## src/rtl/return_sequencer_pkg.sv

```systemverilog
// -----------------------------------------------------------------------------
// return_sequencer_pkg
// Shared definitions for the vending-machine change-return logic:
//   - machine-wide defaults (coin count, money width, inactivity timeout,
//     coin values, with index 2 being the largest coin)
//   - the 2-bit state encoding of the return sequencer FSM
// -----------------------------------------------------------------------------
package return_sequencer_pkg;

    localparam int K_NUM_COINS  = 3;
    localparam int K_TOTAL_BITS = 31;
    localparam int K_WAIT_TIME  = 100;
    localparam int K_COIN0      = 100;
    localparam int K_COIN1      = 500;
    localparam int K_COIN2      = 1000;

    typedef enum logic [1:0] {
        ST_IDLE   = 2'd0,
        ST_WAIT   = 2'd1,
        ST_RETURN = 2'd2,
        ST_DONE   = 2'd3
    } ret_state_t;

endpackage

```

## src/rtl/return_sequencer_coin_picker.sv

```systemverilog
// -----------------------------------------------------------------------------
// coin_picker
// Combinational selection of the largest coin whose value fits in the
// remaining amount.
//   remaining   in  : amount still to be returned (unsigned)
//   coin_onehot out : one-hot index of the chosen coin (0 when none fits)
//   coin_value  out : value of the chosen coin (0 when none fits)
//   none        out : no coin fits (remaining below the smallest coin)
// Coin values must be ascending with index (kCoin0 < kCoin1 < kCoin2).
// -----------------------------------------------------------------------------
module coin_picker
    import return_sequencer_pkg::*;
#(
    parameter int kNumCoins  = K_NUM_COINS,
    parameter int kTotalBits = K_TOTAL_BITS,
    parameter int kCoin0     = K_COIN0,
    parameter int kCoin1     = K_COIN1,
    parameter int kCoin2     = K_COIN2
) (
    input  logic [kTotalBits-1:0] remaining,
    output logic [kNumCoins-1:0]  coin_onehot,
    output logic [kTotalBits-1:0] coin_value,
    output logic                  none
);

    // Indices beyond the defined coins get an all-ones value so they never fit.
    function automatic logic [kTotalBits-1:0] value_of(input int idx);
        case (idx)
            0:       return kTotalBits'(kCoin0);
            1:       return kTotalBits'(kCoin1);
            2:       return kTotalBits'(kCoin2);
            default: return '1;
        endcase
    endfunction

    // Scan smallest to largest; the last coin that fits is the largest one.
    always_comb begin
        coin_onehot = '0;
        coin_value  = '0;
        none        = 1'b1;
        for (int i = 0; i < kNumCoins; i++) begin
            if (value_of(i) <= remaining) begin
                coin_onehot    = '0;
                coin_onehot[i] = 1'b1;
                coin_value     = value_of(i);
                none           = 1'b0;
            end
        end
    end

endmodule

```

## src/rtl/return_sequencer.sv

```systemverilog
// -----------------------------------------------------------------------------
// return_sequencer
// Change-return controller for the vending machine. Runs the inactivity
// timer and, on timeout (with a non-zero balance) or the return button,
// dispenses a snapshot of the balance one coin per cycle, largest first.
//   clk              in  : clock
//   reset            in  : synchronous active-high reset
//   i_activity       in  : datapath accepted a coin / vended an item
//   i_trigger_return in  : return button (level sampled)
//   i_balance        in  : current balance from the datapath (unsigned)
//   o_return_coin    out : one-hot coin returned this cycle
//   o_returning      out : high while in RETURN (datapath must lock out)
//   o_return_done    out : one-cycle pulse ending a return sequence
//   o_wait_time      out : remaining inactivity cycles
// All outputs are Moore outputs of the state and remaining registers.
// -----------------------------------------------------------------------------
module return_sequencer
    import return_sequencer_pkg::*;
#(
    parameter int kNumCoins  = K_NUM_COINS,
    parameter int kTotalBits = K_TOTAL_BITS,
    parameter int kWaitTime  = K_WAIT_TIME,
    parameter int kCoin0     = K_COIN0,
    parameter int kCoin1     = K_COIN1,
    parameter int kCoin2     = K_COIN2
) (
    input  logic                  clk,
    input  logic                  reset,
    input  logic                  i_activity,
    input  logic                  i_trigger_return,
    input  logic [kTotalBits-1:0] i_balance,
    output logic [kNumCoins-1:0]  o_return_coin,
    output logic                  o_returning,
    output logic                  o_return_done,
    output logic [31:0]           o_wait_time
);

    ret_state_t            state;
    ret_state_t            state_next;
    logic [31:0]           wait_timer;
    logic [kTotalBits-1:0] remaining;

    logic [kNumCoins-1:0]  pick_onehot;
    logic [kTotalBits-1:0] pick_value;
    logic                  pick_none;

    coin_picker #(
        .kNumCoins  (kNumCoins),
        .kTotalBits (kTotalBits),
        .kCoin0     (kCoin0),
        .kCoin1     (kCoin1),
        .kCoin2     (kCoin2)
    ) u_coin_picker (
        .remaining   (remaining),
        .coin_onehot (pick_onehot),
        .coin_value  (pick_value),
        .none        (pick_none)
    );

    // Trigger beats activity; activity beats a timer expiring in the same cycle.
    always_comb begin
        state_next = state;
        case (state)
            ST_IDLE: begin
                if (i_trigger_return)  state_next = ST_RETURN;
                else if (i_activity)   state_next = ST_WAIT;
            end
            ST_WAIT: begin
                if (i_trigger_return)  state_next = ST_RETURN;
                else if (i_activity)   state_next = ST_WAIT;
                else if (wait_timer == 32'd0)
                    state_next = (i_balance != '0) ? ST_RETURN : ST_IDLE;
            end
            ST_RETURN: begin
                if (pick_none)         state_next = ST_DONE;
            end
            ST_DONE:                   state_next = ST_IDLE;
            default:                   state_next = ST_IDLE;
        endcase
    end

    always_ff @(posedge clk) begin
        if (reset) begin
            state      <= ST_IDLE;
            wait_timer <= 32'd0;
            remaining  <= '0;
        end else begin
            state <= state_next;

            case (state)
                ST_IDLE: begin
                    if (!i_trigger_return && i_activity)
                        wait_timer <= 32'(kWaitTime);
                end
                ST_WAIT: begin
                    if (!i_trigger_return) begin
                        if (i_activity)
                            wait_timer <= 32'(kWaitTime);
                        else if (wait_timer != 32'd0)
                            wait_timer <= wait_timer - 32'd1;
                    end
                end
                ST_DONE:   wait_timer <= 32'd0;
                default:   wait_timer <= wait_timer;
            endcase

            // Balance is captured once on entry; later balance changes are ignored.
            if (state != ST_RETURN && state_next == ST_RETURN)
                remaining <= i_balance;
            else if (state == ST_RETURN && !pick_none)
                remaining <= remaining - pick_value;
        end
    end

    assign o_returning   = (state == ST_RETURN);
    assign o_return_coin = (state == ST_RETURN) ? pick_onehot : '0;
    assign o_return_done = (state == ST_DONE);
    assign o_wait_time   = wait_timer;

endmodule
```

## config.mk

```make
export PLATFORM = sky130hd
export DESIGN_NAME = return_sequencer
export DESIGN_NICKNAME = d
export VERILOG_FILES = /design/src/rtl/return_sequencer_pkg.sv /design/src/rtl/return_sequencer_coin_picker.sv /design/src/rtl/return_sequencer.sv
export SDC_FILE = /design/constraint.sdc
export NUM_CORES = 1
export LEC_CHECK = 0
export ABC_CLOCK_PERIOD_IN_PS = 11800
export BUFFER_PORTS_ARGS = -buffer_cell sky130_fd_sc_hd__buf_2
export CORE_MARGIN = 1
export CORE_UTILIZATION = 25
export DETAILED_ROUTE_END_ITERATION = 7
export PLACE_DENSITY_LB_ADDON = 0.05
export SYNTH_ARGS = -nofsm -noshare
export SYNTH_HDL_FRONTEND = slang
export SYNTH_SLANG_ARGS = --single-unit
```

## constraint.sdc

```tcl
create_clock -name clk -period 11.8 [get_ports clk]
set_clock_uncertainty 0.1 [all_clocks]
set_input_delay 0.59 -clock clk [delete_from_list [all_inputs] [get_ports clk]]
set_output_delay 0.59 -clock clk [all_outputs]
set_load 0.02 [all_outputs]
```

==> qor.yml <==
clock_tree:
  htree_levels: 3
  cts_buffers: 9
  post_cts_buffers: 0
  cts_max_path_buffers: 2
  clk_latency_ns: 0.34
  root_buffer: "clkbuf_16"
  cts.sinks: 65
  ctsHoldBuffers: 0
  clkTransAtPathRegs_ns: 0.06
  cts_tree: "yes"
  ctsResizeCount: 0
yosys:
  synth_area_leaders: "dfxtp_1, a21oi_1, nand2_1"
  synth_nets: 554
  ys_warn_count: 0
  synth-async-reset-ratio: 0
  synthTopCellsByCount: "dfxtp_1, nand2_1, a21oi_1, nor2_1"
  ys_types: 66
  avgSynthCellArea_um2: 7.92
  yosysMostFrequentCell: "dfxtp_1"
  ys.flop_type: "dfxtp_1"
  seq_area_frac_synth: 0.323
  synth-seq-cells: 65
  syn_area_um2: 4030
  synth_top_area_cell: "dfxtp_1"
  synth-edff-count: 0
  synth_top_area_share: 0.323
  synthCells: 509
routing:
  route.detailed.drc: 0
  drt_iter0_markers: 237
  drt-pass1-iter-count: 5
  wl_per_cell_um: 17.6
  ant_nets: 0
  routed_wirelength_mm: 13.9
  vias_per_cell: 5.43
  vias: 4287
floorplan:
  fp.dieH_um: 129
  core_area_um2: 15800
  rows: 46
  die_w_um: 129
  start_util: 0.255
  io_pins: 72
  dieArea_um2: 16600
global_routing:
  grt_pass1_vias: 4012
  grt_pass1_wl_mm: 22.0
  overflow: 0
  grt_usage: 0.176
  antenna_found_initial: 0
  grt_max_degree: 39
critical_path:
  cp_cell_sequence: "nor4_1 -> nand4b_1 -> or3_1 -> nor3_1 -> nand2_1 -> ha_1 -> o211a_1 -> o31a_1 -> o31ai_1 -> nand4_1 -> or4_1 -> a31oi_1"
  cpPeakStageDelay_ns: 0.67
  cp_data_arrival_time_ns: 5.45
  required_ns: 11.96
  crit_type: "register to register"
  worst-path-max-fanout: 13
  slowest_stage: "nor3_1"
  critPathBufInv: 0
  end_kind: "register"
  crit_family: "simple AND/OR/NAND/NOR gates"
  start_kind: "register"
timing:
  fmax_mhz: 189
  worstMarginPinSlew_ns: 0.929
  slew_headroom: 0.381
  min_period_over_period: 0.448
  finalMaxSlewViolations: 0
  tns_ns: 0
  rsz0062_at_grt: "no"
  finalCriticalPeriod_ns: 5.29
  hold_slack_ns: 0.366
  setup_viol: 0
  hold_viol_final: 0
placement:
  post_dp_cell_area_um2: 4580
  port-buffer-count: 71
  place.gp.congestion: 0.800
  dp.cells: 774
  hpwlAfterDp_mm: 10.1
run_status:
  outcome: "finished clean"
worst_hold_path:
  hold_path_class: "register to register"
finish:
  fill_cells: 1778
  fin_nets: 614
  n_antenna_cell: 0
  drive_gt1_frac: 0.176
  design_area_um2: 4840
  syn_to_final_growth_pct: 20.0
  fin_cells: 790
power:
  p_per_area_nw_per_um2: 179
  finalPower_uw: 868
  ir_drop_v: 0.0000673
  p_leak_nw: 1.87
run:
  maxCapViolations: 0
## cell type report
class,count,area [um^2],share of cell area
timing repair buffer,76,393,0.0812
sequential,65,1300,0.269
tap,216,270,0.0558
clock inverter,5,32.5,0.00672
multi-input combinational,404,2560,0.529
clock buffer,11,233,0.0481
inverter,13,48.8,0.0101
## worst min-delay path: stages (launching register included)
cell and delay [ns]:
dfxtp_1 0.32, inv_1 0.05, o22ai_1 0.05
## registers in the layout (all words and copies together) (netlist names)
name,cells
o_wait_time,32
remaining,31
state,2
## path summary, 6_finish.rpt
path	slack, ns	end	start	cells past startpoint
setup / recovery	6.51	remaining[25]	remaining[20]	12
hold / removal	0.37	remaining[18]	remaining[18]	2
setup reg to reg	6.51	remaining[25]	remaining[20]	12
hold reg to reg	0.37	remaining[18]	remaining[18]	2
## logic make-up (layout without fill, tap and decap cells)
kind of cell               count (synthesis)  in the layout  synth area share
and+or+nand+nor                          230            230             0.314
AOI/OAI and AO/OA                        155            155             0.269
DFF                                       65             65             0.323
buffers and inverters                     40            105            0.0419
adders and majority gates                 10             10            0.0329
xor gates and xnor gates                   9              9            0.0195
## stage by stage
| stage | worst slack [ns] | utilization |
|---|---|---|
| floorplan | 7.65 | - |
| global placement | 6.83 | 0.289 |
| detailed placement | 6.56 | 0.289 |
| CTS | 6.53 | 0.306 |
| global route | 6.02 | 0.306 |
| finish | 6.51 | 0.306 |
## routing by layer
metal / up-vias / share of wire / global-route usage
met5: - / 0 / 0
met4: 0 / 0.010 / 0.0436
met3: 11 / 0.038 / 0.0486
met2: 83 / 0.48 / 0.297
met1: 2081 / 0.47 / 0.222
li1: 2112 / - / -
## where the power goes
part / internal, mW / switching (mW)
registers: 0.246 / 0.0338
logic: 0.122 / 0.217
clock network: 0.142 / 0.107
total: 0.510 / 0.358
## cell usage in the layout, fill, tap and decap left out, types with 3 or more instances in the layout
master and n:
o41ai_1 5, or4b_1 3, nand2_1 42, o2bb2ai_1 3
o311ai_0 9, or3_1 24, inv_1 13, buf_2 71
or2_2 3, and2_1 4, a2bb2oi_1 3, nor3b_1 3
nand4b_1 3, o211ai_1 11, a211oi_1 9, nand4_1 8
buf_4 5, xnor2_1 7, a31oi_1 14, dfxtp_1 65
nor2b_1 3, ha_1 9, a21oi_1 40, clkbuf_16 9
o21ai_0 22, nor4_1 18, nor2_1 37, and3_1 4
nand3_1 24, clkinvlp_4 3, o31ai_1 7, nor3_1 19
or4_1 18, a22oi_1 6, nand2b_1 7
Power figures use the tool's default switching activity.
